## src/rtl/serial_cubestate_rx.sv

```systemverilog
// Purpose: UART (8N1) receiver that assembles sync + 21 data bytes + XOR checksum into a 162-bit cube state.
// Latency: cubestate/state_valid update one cycle after the checksum byte's stop-bit sample.
// Backpressure: none; the serial line cannot be stalled, so aborts (framing/timeout) drop the packet.
module serial_cubestate_rx #(
    parameter int          CLKS_PER_BIT = 217,
    parameter int          TIMEOUT_CLKS = 250000,
    parameter logic [7:0]  SYNC_BYTE    = 8'hA5
) (
    input  logic           clock_25mhz,
    input  logic           reset,
    input  logic           rx_pin,
    output logic [161:0]   cubestate,
    output logic           state_valid,
    output logic           chk_error,
    output logic           frame_error,
    output logic           busy
);

    localparam int HALF_BIT = CLKS_PER_BIT / 2;
    localparam int CNT_W    = $clog2(CLKS_PER_BIT + 1);
    localparam int TMR_W    = $clog2(TIMEOUT_CLKS + 1);
    localparam int DATA_BYTES = 21;

    typedef enum logic [1:0] {RX_IDLE, RX_START, RX_DATA, RX_STOP} rx_state_t;
    typedef enum logic [1:0] {PKT_WAIT_SYNC, PKT_RECV_DATA, PKT_RECV_CHK} pkt_state_t;

    // Synchronizer and edge-detect history (idle line is high)
    logic sync1_q, sync2_q, rx_prev_q;
    logic rx_s;

    // Byte receiver state
    rx_state_t        rx_state_q, rx_state_d;
    logic [CNT_W-1:0] clk_cnt_q,  clk_cnt_d;
    logic [2:0]       bit_idx_q,  bit_idx_d;
    logic [7:0]       data_q,     data_d;
    logic             byte_done;
    logic             stop_bad;

    // Inter-byte timer
    logic [TMR_W-1:0] tmr_q, tmr_d;
    logic             timeout;

    // Packet assembly state
    pkt_state_t       pkt_q,   pkt_d;
    logic [4:0]       cnt_q,   cnt_d;
    logic [167:0]     shift_q, shift_d;
    logic [7:0]       xor_q,   xor_d;
    logic [161:0]     cube_q,  cube_d;
    logic             busy_q,  busy_d;
    logic             sv_q,    sv_d;
    logic             ce_q,    ce_d;
    logic             fe_q,    fe_d;

    assign rx_s = sync2_q;

    // Inter-byte timer: runs only while a packet is open and the line is between bytes
    always_comb begin
        tmr_d   = '0;
        timeout = 1'b0;
        if (busy_q && (rx_state_q == RX_IDLE)) begin
            if (tmr_q == TMR_W'(TIMEOUT_CLKS - 1)) begin
                timeout = 1'b1;
            end else begin
                tmr_d = tmr_q + TMR_W'(1);
            end
        end
    end

    // Byte receiver: start-bit qualify at half bit, then sample each bit at its centre
    always_comb begin
        rx_state_d = rx_state_q;
        clk_cnt_d  = clk_cnt_q;
        bit_idx_d  = bit_idx_q;
        data_d     = data_q;
        byte_done  = 1'b0;
        stop_bad   = 1'b0;
        case (rx_state_q)
            RX_IDLE: begin
                clk_cnt_d = '0;
                bit_idx_d = '0;
                if (rx_prev_q && !rx_s) rx_state_d = RX_START;
            end
            RX_START: begin
                if (clk_cnt_q == CNT_W'(HALF_BIT - 1)) begin
                    clk_cnt_d  = '0;
                    // A high line at mid start bit is a glitch, not a byte
                    rx_state_d = rx_s ? RX_IDLE : RX_DATA;
                end else begin
                    clk_cnt_d = clk_cnt_q + CNT_W'(1);
                end
            end
            RX_DATA: begin
                if (clk_cnt_q == CNT_W'(CLKS_PER_BIT - 1)) begin
                    clk_cnt_d = '0;
                    data_d    = {rx_s, data_q[7:1]};
                    bit_idx_d = bit_idx_q + 3'd1;
                    if (bit_idx_q == 3'd7) rx_state_d = RX_STOP;
                end else begin
                    clk_cnt_d = clk_cnt_q + CNT_W'(1);
                end
            end
            RX_STOP: begin
                if (clk_cnt_q == CNT_W'(CLKS_PER_BIT - 1)) begin
                    clk_cnt_d  = '0;
                    rx_state_d = RX_IDLE;
                    if (rx_s) byte_done = 1'b1;
                    else      stop_bad  = 1'b1;
                end else begin
                    clk_cnt_d = clk_cnt_q + CNT_W'(1);
                end
            end
            default: rx_state_d = RX_IDLE;
        endcase
        if (timeout) rx_state_d = RX_IDLE;
    end

    // Packet FSM: sync hunt, 21 data bytes with running XOR, then checksum compare
    always_comb begin
        pkt_d   = pkt_q;
        cnt_d   = cnt_q;
        shift_d = shift_q;
        xor_d   = xor_q;
        cube_d  = cube_q;
        busy_d  = busy_q;
        sv_d    = 1'b0;
        ce_d    = 1'b0;
        fe_d    = 1'b0;
        if (stop_bad || timeout) begin
            fe_d   = 1'b1;
            busy_d = 1'b0;
            pkt_d  = PKT_WAIT_SYNC;
        end else if (byte_done) begin
            case (pkt_q)
                PKT_WAIT_SYNC: begin
                    if (data_q == SYNC_BYTE) begin
                        busy_d = 1'b1;
                        cnt_d  = '0;
                        xor_d  = '0;
                        pkt_d  = PKT_RECV_DATA;
                    end
                end
                PKT_RECV_DATA: begin
                    // Sync-valued bytes land here as plain data; no resync mid-packet
                    shift_d = {shift_q[159:0], data_q};
                    xor_d   = xor_q ^ data_q;
                    cnt_d   = cnt_q + 5'd1;
                    if (cnt_q == 5'(DATA_BYTES - 1)) pkt_d = PKT_RECV_CHK;
                end
                PKT_RECV_CHK: begin
                    if (data_q == xor_q) begin
                        cube_d = shift_q[161:0];
                        sv_d   = 1'b1;
                    end else begin
                        ce_d = 1'b1;
                    end
                    busy_d = 1'b0;
                    pkt_d  = PKT_WAIT_SYNC;
                end
                default: pkt_d = PKT_WAIT_SYNC;
            endcase
        end
    end

    // State registers; reset clears everything and drops any partial packet silently
    always_ff @(posedge clock_25mhz) begin
        if (reset) begin
            sync1_q    <= 1'b1;
            sync2_q    <= 1'b1;
            rx_prev_q  <= 1'b1;
            rx_state_q <= RX_IDLE;
            clk_cnt_q  <= '0;
            bit_idx_q  <= '0;
            data_q     <= '0;
            tmr_q      <= '0;
            pkt_q      <= PKT_WAIT_SYNC;
            cnt_q      <= '0;
            shift_q    <= '0;
            xor_q      <= '0;
            cube_q     <= '0;
            busy_q     <= 1'b0;
            sv_q       <= 1'b0;
            ce_q       <= 1'b0;
            fe_q       <= 1'b0;
        end else begin
            sync1_q    <= rx_pin;
            sync2_q    <= sync1_q;
            rx_prev_q  <= rx_s;
            rx_state_q <= rx_state_d;
            clk_cnt_q  <= clk_cnt_d;
            bit_idx_q  <= bit_idx_d;
            data_q     <= data_d;
            tmr_q      <= tmr_d;
            pkt_q      <= pkt_d;
            cnt_q      <= cnt_d;
            shift_q    <= shift_d;
            xor_q      <= xor_d;
            cube_q     <= cube_d;
            busy_q     <= busy_d;
            sv_q       <= sv_d;
            ce_q       <= ce_d;
            fe_q       <= fe_d;
        end
    end

    assign cubestate   = cube_q;
    assign state_valid = sv_q;
    assign chk_error   = ce_q;
    assign frame_error = fe_q;
    assign busy        = busy_q;

endmodule

```

## config.mk

```make
export PLATFORM = sky130hd
export DESIGN_NAME = serial_cubestate_rx
export DESIGN_NICKNAME = d
export VERILOG_FILES = /design/src/rtl/serial_cubestate_rx.sv
export SDC_FILE = /design/constraint.sdc
export NUM_CORES = 1
export LEC_CHECK = 0
export ABC_AREA = 0
export CORE_MARGIN = 2
export CORE_UTILIZATION = 56
export DETAILED_ROUTE_END_ITERATION = 8
export PLACE_DENSITY = 0.77
export SLEW_MARGIN = 0
export SYNTH_ARGS = -nofsm -noshare
export SYNTH_HDL_FRONTEND = slang
export SYNTH_SLANG_ARGS = --single-unit
```

## constraint.sdc

```tcl
create_clock -name clock_25mhz -period 2.8 [get_ports clock_25mhz]
set_clock_uncertainty 0.15 [all_clocks]
set_input_delay 0.28 -clock clock_25mhz [delete_from_list [all_inputs] [get_ports clock_25mhz]]
set_output_delay 0.28 -clock clock_25mhz [all_outputs]
set_load 0.005 [all_outputs]
```

* After elaboration in Yosys (flattened, before gate mapping)
Cells that the tools add are included.
Widths: inputs -> output; s select.
** Word-level totals
- Logic and storage cells :: 99
- Input bits :: 3
- Output and inout bits :: 166
- RAM bits :: 0
- Bits in read-only memories :: 0
- Bits in latches :: 0
- Flip-flop bits (word level) :: 385
- Memories :: 0
** Operators by class
- Add/sub/neg operators :: 4
- Multiplexer cells :: 32
- Bitwise operators :: 5
- $mul :: 0
- Reduce and logical (&&, ||, !) cells :: 22
- Div/mod/pow operators :: 0
- Equality and inequality tests :: 19
- Shift-type cells :: 0
- $lt $le $gt $ge :: 0
** Operator list (number)
- $mux 8 :: 3
- $pmux 8 s3 :: 1
- $add 18x1->18 const B :: 1
- $eq 18x18->1 const B :: 1
- $eq 8x8->1 const B :: 2
- $mux 2 :: 8
- $pmux 8 s2 :: 1
- $mux 1 :: 12
- $ne 2x2->1 const B :: 6
- $pmux 5 s2 :: 1
- $reduce_and 3->1 :: 3
- $add 8x1->8 const B :: 1
- $eq 8x7->1 const B :: 1
- $eq 8x8->1 :: 1
- $pmux 2 s4 :: 1
- $reduce_and 4->1 :: 2
- $xor 8x8->8 :: 1
- $eq 2x2->1 const B :: 3
- $pmux 3 s2 :: 1
- $reduce_bool 2->1 :: 3
- $reduce_or 2->1 :: 3
- $add 5x1->5 const B :: 1
- $eq 5x5->1 const B :: 1
- $mux 5 :: 1
- 16 further kinds :: 23

* Logic depth before layout (Yosys ltp)
Gate-level depths: netlist (run 1).
- Word-level depth :: 6
- Mapped depth :: 10
- Depth with buffers taken out :: 7

* Least setup slack after synthesis (run 1)
Ideal clock, no wire load.
- Path type :: reg2reg
- From :: register clk_cnt_q[0]
- To :: register cube_q[153], in the netlist cubestate[153]
- Arrival :: 1.850 ns
- Library setup time :: 0.070 ns
- Required time :: 2.580 ns
- Slack :: 0.730 ns
- Period minus slack after synthesis :: 2.070 ns
- Path buffers :: 2
- Cell stages (with the launch flop) :: 10
- Cell sequence :: dfxtp_1 > inv_1 > ha_1 > and4b_1 > and3_1 > nand3_1 > clkbuf_1 > clkbuf_1 > o31ai_1 > a21oi_1
** Between the ends
- Longest elaborated chain between the ends :: 6
- Elaborated cells on any way between the ends :: 8
- Classes of those cells :: eq/ne (1); mux (4); bitwise (1); reduce/logical (2)
** Ends and longest elaborated chain
- from (decl) :: RTL line 33 : logic [CNT_W-1:0] clk_cnt_q, clk_cnt_d;
- from (signal assigned) :: RTL line 189 : clk_cnt_q <= clk_cnt_d;
- $eq 8x8->1 * :: RTL line 103 : if (clk_cnt_q == CNT_W'(CLKS_PER_BIT - 1)) begin
- $mux 1 :: RTL line 103
- $mux 1 :: RTL line 77 : case (rx_state_q)
- $logic_or 1x1->1 :: RTL line 128 : if (stop_bad || timeout) begin
- $not 1->1 (no line)
- $reduce_and 4->1 (no line) *
- to (signal assigned) :: RTL line 197 : cube_q <= cube_d;
- to (decl) :: RTL line 48 : logic [161:0] cube_q, cube_d;
Every way passes the cells marked *; elsewhere a longest branch is shown, timed or not.
A chain may end at the register's enable or synchronous reset.

* Worst setup path in the final report (run 1)
- From :: register data_q[2]
- To :: register cnt_q[4]
** Between the ends
- Longest elaborated chain between the ends :: 3
** Ends and longest elaborated chain
- from (decl) :: RTL line 35 : logic [7:0] data_q, data_d;
- from (signal assigned) :: RTL line 191 : data_q <= data_d;
- $eq 8x8->1 :: RTL line 135 : if (data_q == SYNC_BYTE) begin
- $ne 2x2->1 (no line)
- $reduce_and 4->1 (no line)
- to (signal assigned) :: RTL line 194 : cnt_q <= cnt_d;
- to (decl) :: RTL line 45 : logic [4:0] cnt_q, cnt_d;
No other way between the ends.

==> results.sh, run 1 <==
export IMPL_status="finished clean"
export IMPL_number_of_global_route_vias_before_repair=12728
export IMPL_yosys_register_bits=385
export IMPL_critPathLaunchType="flop"
export IMPL_num_antenna_cells=0
export IMPL_peakVddDrop_v=0.000367
export IMPL_cts_buffers=38
export IMPL_post_drt_wl_per_cell_um=17.7
export IMPL_p_leak_nw=5.58
export IMPL_final_weighted_congestion_of_routability_driven_global_placement=0.811
export IMPL_globalRoute_totalOverflow=0
export IMPL_timing_slew_headroom_pct=30.6
export IMPL_worst_skew_pair_late_latency_ns=0.53
export IMPL_critical_path_arrival_ns=2.71
export IMPL_pin_count_of_the_biggest_net_entering_global_routing=129
export IMPL_min_from="reset"
export IMPL_grt_pass1_wl_mm=64.5
export IMPL_detail_route_vias_per_cell=6.11
export IMPL_cpMaxStageDelayCell="sky130_fd_sc_hd__nor4b_1"
export IMPL_clock_root_buffer="sky130_fd_sc_hd__clkbuf_16"
export IMPL_final_max_slew_violation_count=0
export IMPL_wirelength_mm=39.2
export IMPL_grt_antenna_before_repair=0
export IMPL_swShare_pct=20.7
export IMPL_rr_startpoint="data_q[2]$_SDFFE_PP0P_"
export IMPL_final_hold_worst_slack_ns=0.0445
export IMPL_numClockSinks=385
export IMPL_detail_route_antenna_nets=0
export IMPL_cts_max_level=2
export IMPL_final_setup_tns_ns=0
export IMPL_start_point_of_the_critical_path="data_q[2]$_SDFFE_PP0P_"
export IMPL_hold_path_class="in2reg"
export IMPL_die_area_mm2=0.0284
export IMPL_worst_path_max_fanout=13
export IMPL_drc=0
export IMPL_dp_hpwl_mm=22.2
export IMPL_ys_async_sr_fraction_pct=0
export IMPL_final_layout_size_suffix_gt1_share_pct=5.45
export IMPL_report_final_setup_viol=0
export IMPL_setup_repair_after_global_routing_missed_its_margin="no"
export IMPL_kind_of_end_point_of_the_critical_path="flop"
export IMPL_count_of_buffers_added_by_post_cts_timing_repair_for_setup=0
export IMPL_fin_crit_sh_pct=87.9
export IMPL_cpPeakStageDelay_ns=0.60
export IMPL_cts_path_max_buffers=3
export IMPL_clock_network_fraction_of_design_power_pct=47.5
export IMPL_clkSlewWorstSetupHoldPaths_ns=0.06
export IMPL_count_of_tritonroute_iterations_in_the_first_routing_pass=5
export IMPL_drt_iter0_markers=1559
export IMPL_final_hold_violation_count=0
export IMPL_stdcell_count=2212
export IMPL_switching_power_w=0.00220
export IMPL_met3_wirelength_from_detailed_routing_mm=2.17
export IMPL_finish_net_count=1855
export IMPL_p_comb_share_pct=1.0
export IMPL_period_needed_ns=2.46
export IMPL_sequentialPowerShare_pct=51.5
export IMPL_vias=13521
export IMPL_list_of_cells_traversed_by_the_critical_path="nand4b_1, nor4b_1, o211ai_1, o21ai_0, a21oi_1"
export IMPL_clock_tree_from_tritoncts="yes"
export IMPL_pwr_density_cell_mw_per_mm2=585
export IMPL_synth_ff_type="sky130_fd_sc_hd__dfxtp_1"
export IMPL_power_w=0.0106
export IMPL_drv_cap=0
export IMPL_die_w_um=168
export IMPL_synth_edf_count=0
export IMPL_worst_ep_required_time_ns=3.05
export IMPL_worst_setup_path_type="reg2reg"
export IMPL_dr_max_layer_used="met4"
export IMPL_netlist_cell_type_count=53
export IMPL_grt_use_total_pct=26.7
export IMPL_buffer_ports_inserted=168
export IMPL_design_portCount=169
export IMPL_dr_wl_met2_mm=18.5
export IMPL_start_util_pct=56.7
export IMPL_count_of_instances_resized_after_the_clock_tree_is_built=0
export IMPL_synthesis_nets=1809
export IMPL_floorplan_rows=60
export IMPL_internal_power_w=0.00844
export IMPL_core_region_area_mm2=0.0267
export IMPL_maxClockFrequency_ghz=0.407
export IMPL_synth_sequential_area_ratio_pct=50.9
export IMPL_fp_dieH_um=168
export IMPL_synthesis_instances=1799
export IMPL_wirelength_met1_mm=17.7
export IMPL_dpl_cell_count=2146
export IMPL_netlist_area_mm2=0.0151
export IMPL_ys_warnings_count=0
export IMPL_area_growth_synth_to_final_pct=20.0
export IMPL_cts_hold_buffers=0
export IMPL_post_synth_cell_area_avg_um2=8.42
export IMPL_timing_worst_slew_pin_value_ns=1.04
stage by stage:
stage               setup WS, ns  cell area (µm²)  util (%)
floorplan                  0.730            15100         -
finish                     0.340            18200      68.0
global placement           0.470            16900      63.4
CTS                        0.341            18200      68.0
global route               0.107            18200      68.0
detailed placement         0.395            16900      63.4
worst paths after layout:
| check | to | slack (ns) | cells past startpoint |
|---|---|---|---|
| hold / removal | bit_idx_q[2]$_SDFFE_PP0P_ | 0.04 | 2 |
| hold reg to reg | rx_s$_SDFF_PP1_ | 0.27 | 1 |
| setup / recovery | cnt_q[4]$_SDFFE_PP0P_ | 0.34 | 5 |
| setup reg to reg | cnt_q[4]$_SDFFE_PP0P_ | 0.34 | 5 |
routing by layer:
metal  vias up  global-route usage [%]
met5         -                       0
met4         0                    7.68
met3        61                    4.21
met2       443                    43.3
met1      6516                    37.1
li1       6501                       -
sequential cells by signal (all words and copies together) (netlist names), 2 cells and up, named ones only:
signal and flops:
data_q 8, bit_idx_q 3, pkt_q 2, xor_q 8, cubestate 162, tmr_q 18
clk_cnt_q 8, shift_q 162, cnt_q 5
critical path: cells and delay by family (launching register included):
kind / cells / cell delay [ns]
AOI/OAI and AO/OA: 3 / 0.97
DFF: 1 / 0.45
and+or+nand+nor: 2 / 0.76
cell usage after synthesis (11+ instances only):
cell type,instances,area (µm²)
sky130_fd_sc_hd__dfxtp_1,385,7710
sky130_fd_sc_hd__nand4_1,166,1040
sky130_fd_sc_hd__clkbuf_1,104,390
sky130_fd_sc_hd__xnor2_1,11,96.3
sky130_fd_sc_hd__a21oi_1,338,1690
sky130_fd_sc_hd__nor2_1,61,229
sky130_fd_sc_hd__o31ai_1,162,1220
sky130_fd_sc_hd__nand2_1,337,1260
sky130_fd_sc_hd__nand3_1,17,85.1
sky130_fd_sc_hd__xor2_1,15,131
sky130_fd_sc_hd__buf_2,75,375
sky130_fd_sc_hd__o21ai_0,11,55.1
logic make-up after synthesis:
logic type	synth area share (%)
and+or+nand+nor	20.1
AOI/OAI and AO/OA	20.6
DFF	50.9
buffers and inverters	5.71
xor gates and xnor gates	1.50
muxes	0.603
adders and majority gates	0.578
cells in the final DEF, fill, tap and decap left out, types with 2 or more instances in the layout:
master,instances
sky130_fd_sc_hd__clkbuf_1,10
sky130_fd_sc_hd__inv_1,10
sky130_fd_sc_hd__ha_1,7
sky130_fd_sc_hd__a22oi_1,4
sky130_fd_sc_hd__or2_2,3
sky130_fd_sc_hd__o21ai_0,11
sky130_fd_sc_hd__clkdlybuf4s50_1,167
sky130_fd_sc_hd__nor3b_1,3
sky130_fd_sc_hd__mux2i_1,8
sky130_fd_sc_hd__a21oi_1,338
sky130_fd_sc_hd__o31ai_1,162
sky130_fd_sc_hd__clkbuf_8,7
sky130_fd_sc_hd__nand2_1,336
sky130_fd_sc_hd__and2_1,4
sky130_fd_sc_hd__nand4_1,166
sky130_fd_sc_hd__dfxtp_1,385
sky130_fd_sc_hd__nand2b_1,3
sky130_fd_sc_hd__buf_12,19
sky130_fd_sc_hd__nor3_2,2
sky130_fd_sc_hd__bufinv_16,2
sky130_fd_sc_hd__nand4b_1,3
sky130_fd_sc_hd__nor4_1,2
sky130_fd_sc_hd__xor2_1,15
sky130_fd_sc_hd__xnor2_1,11
sky130_fd_sc_hd__and3_1,6
sky130_fd_sc_hd__a31oi_1,2
sky130_fd_sc_hd__nor2b_1,5
sky130_fd_sc_hd__buf_4,10
sky130_fd_sc_hd__nor3_1,7
sky130_fd_sc_hd__or3_1,3
sky130_fd_sc_hd__nand3b_1,5
sky130_fd_sc_hd__clkbuf_16,39
sky130_fd_sc_hd__clkinv_8,2
sky130_fd_sc_hd__nor4b_1,3
sky130_fd_sc_hd__nor2_1,61
sky130_fd_sc_hd__clkinv_2,5
sky130_fd_sc_hd__a21o_1,2
sky130_fd_sc_hd__a211oi_1,3
sky130_fd_sc_hd__nand3_1,16
final cells by class:
| cell class | count | area (µm²) |
|---|---|---|
| Fill cell | 2218 | 8560 |
| Inverter | 10 | 37.5 |
| Clock buffer | 56 | 1110 |
| Clock inverter | 10 | 126 |
| Timing Repair Buffer | 197 | 2140 |
| Sequential cell | 385 | 7710 |
| Tap cell | 341 | 427 |
| Multi-Input combinational cell | 1213 | 6620 |
power by group through the flow:
| stage | Combinational (W) | Sequential [W] | Clock, W |
|---|---|---|---|
| 6_report | 0.000102 | 0.00548 | 0.00505 |
| 5_1_grt | 0.000111 | 0.00548 | 0.00534 |
| 4_1_cts | 0.000101 | 0.00548 | 0.00512 |
| 3_5_place_dp | 0.000101 | 0.00560 | 0 |
| 3_3_place_gp | 0.000101 | 0.00560 | 0 |
| 2_1_floorplan | 0.0000772 | 0.00560 | 0 |
Power figures use the tool's default switching activity.
==> inputs of run 2 (changes only) <==
- CORE_ASPECT_RATIO: unset -> 1.5
==> run 2 against run 1 <==
  * Highest routed layer unchanged
  * Die area is essentially flat
  * Fmax up 0.75%
  * Critical path type unchanged
  * Setup slack improved by 0.018 ns
  * Wire length rose by 2.3%
==> results.sh, run 2 (same netlist as run 1, synthesis figures left out) <==
export IMPL_worst_setup_path_type="reg2reg"
export IMPL_fin_crit_sh_pct=87.2
export IMPL_grt_antenna_before_repair=0
export IMPL_detail_route_vias_per_cell=6.19
export IMPL_die_area_mm2=0.0284
export IMPL_worst_path_max_fanout=42
export IMPL_num_antenna_cells=0
export IMPL_stdcell_count=2205
export IMPL_final_setup_tns_ns=0
export IMPL_p_leak_nw=5.59
export IMPL_cts_path_max_buffers=3
export IMPL_count_of_instances_resized_after_the_clock_tree_is_built=0
export IMPL_dpl_cell_count=2144
export IMPL_peakVddDrop_v=0.000466
export IMPL_worst_skew_pair_late_latency_ns=0.52
export IMPL_status="finished clean"
export IMPL_start_util_pct=57.0
export IMPL_detail_route_antenna_nets=0
export IMPL_critical_path_most_common_cell="sky130_fd_sc_hd__buf_12"
export IMPL_timing_slew_headroom_pct=37.0
export IMPL_hold_path_class="in2reg"
export IMPL_cts_hold_buffers=0
export IMPL_layout_filler_cells=2165
export IMPL_post_drt_wl_per_cell_um=18.2
export IMPL_setup_repair_after_global_routing_missed_its_margin="no"
export IMPL_report_final_setup_viol=0
export IMPL_clock_root_buffer="sky130_fd_sc_hd__clkbuf_16"
export IMPL_final_common_cell="sky130_fd_sc_hd__dfxtp_1"
export IMPL_final_layout_size_suffix_gt1_share_pct=5.62
export IMPL_detailed_place_area_mm2=0.0170
export IMPL_globalRoute_totalOverflow=0
export IMPL_wirelength_mm=40.1
export IMPL_r2r_worst_path_cells=9
export IMPL_number_of_global_route_vias_before_repair=13049
export IMPL_design_portCount=169
export IMPL_cts_buffers=35
export IMPL_dp_hpwl_mm=23.5
export IMPL_count_of_buffers_added_by_post_cts_timing_repair_for_setup=0
export IMPL_count_of_tritonroute_iterations_in_the_first_routing_pass=5
export IMPL_core_region_area_mm2=0.0266
export IMPL_vias=13647
export IMPL_buffer_ports_inserted=168
export IMPL_drv_cap=0
export IMPL_timing_worst_slew_pin_value_ns=0.940
export IMPL_clkSlewWorstSetupHoldPaths_ns=0.07
export IMPL_finish_net_count=1854
export IMPL_cpMaxStageDelayCell="sky130_fd_sc_hd__dfxtp_1"
export IMPL_fin_ws_ns=0.358
export IMPL_list_of_cells_traversed_by_the_critical_path="inv_1, ha_1, and4b_1, nand3_2, nor3_2, buf_12, buf_12, nand4_1, a21oi_1"
export IMPL_clock_tree_from_tritoncts="yes"
export IMPL_final_max_slew_violation_count=0
export IMPL_kind_of_end_point_of_the_critical_path="flop"
export IMPL_die_w_um=138
export IMPL_worst_ep_required_time_ns=3.09
export IMPL_drt_iter0_markers=1044
export IMPL_critical_path_arrival_ns=2.73
export IMPL_drc=0
export IMPL_final_weighted_congestion_of_routability_driven_global_placement=0.836
export IMPL_grt_use_total_pct=27.2
export IMPL_cts_max_level=2
export IMPL_cpPeakStageDelay_ns=0.35
export IMPL_grt_pass1_wl_mm=65.5
export IMPL_floorplan_rows=73
export IMPL_maxClockFrequency_ghz=0.410
export IMPL_pin_count_of_the_biggest_net_entering_global_routing=143
export IMPL_numClockSinks=385
export IMPL_placement_setup_worst_slack_ns=0.393
export IMPL_mostFrequentLayoutCells="385 x sky130_fd_sc_hd__dfxtp_1, 338 x sky130_fd_sc_hd__a21oi_1, 336 x sky130_fd_sc_hd__nand2_1"
export IMPL_final_hold_violation_count=0
export IMPL_power_w=0.0106
export IMPL_pwr_density_cell_mw_per_mm2=583
export IMPL_area_growth_synth_to_final_pct=20.1
export IMPL_fp_dieH_um=205
export IMPL_period_needed_ns=2.44
export IMPL_finished_layout_cell_area_mm2=0.0182
export IMPL_timing_hold_worst_path_depth=2
export IMPL_critPathLaunchType="flop"
-- run 2: cell types whose count changed in the layout (fill, tap and decap cells not counted), sizes merged --
cell / previous run / this run
buf: 30 / 32
bufinv: 2 / 3
clkbuf: 56 / 50
clkinvlp: 0 / 2
clkinv: 8 / 6
-- run 2: worst paths after layout --
check | start | to | slack [ns]
max reg2reg | clk_cnt_q[0]$_SDFF_PP0_ | cubestate[63]$_SDFFE_PP0P_ | 0.36
min | reset | data_q[5]$_SDFFE_PP0P_ | 0.02
min reg2reg | shift_q[161]$_SDFFE_PP0P_ | shift_q[161]$_SDFFE_PP0P_ | 0.31
max | clk_cnt_q[0]$_SDFF_PP0_ | cubestate[63]$_SDFFE_PP0P_ | 0.36
-- run 2: metal layers --
layer	up-vias	track usage [%]	wire [µm]
li1	6505	-	-
met1	6603	32.6	15900
met2	416	48.2	20500
met3	123	3.42	1790
met4	0	13.6	1890
met5	-	0	0
-- run 2: final cells by class --
cell class | instances | area [µm²] | share of cell area, %
clock buffers | 50 | 1060 | 5.86
clock inverters | 11 | 146 | 0.805
inverters | 10 | 37.5 | 0.206
multi-input cells | 1213 | 6620 | 36.4
flip-flops and latches | 385 | 7710 | 42.4
well taps | 337 | 422 | 2.32
repair buffers | 199 | 2180 | 12.0
-- run 2: worst max-delay path, delay by kind of cell (launching register included) --
family,cells,cell delay (ns)
buffers and inverters,3,0.60
DFF,1,0.35
adders and majority gates,1,0.16
AOI/OAI and AO/OA,1,0.16
and+or+nand+nor,4,0.90
-- run 2: per-stage QoR --
| step | utilization, % | hold slack, ns |
|---|---|---|
| finish | 68.4 | 0.0209 |
| global route | 68.4 | 0.0477 |
| CTS | 68.4 | 0.0255 |
| detailed placement | 63.8 | 0.299 |
| global placement | 63.8 | 0.292 |
| floorplan | - | 0.234 |
-- run 2: where the power goes --
| group | total, W | switching [W] | internal (W) |
|---|---|---|---|
| Clock | 0.00502 | 0.00208 | 0.00294 |
| Sequential | 0.00548 | 0.00000469 | 0.00548 |
| Combinational | 0.0000989 | 0.0000839 | 0.0000150 |
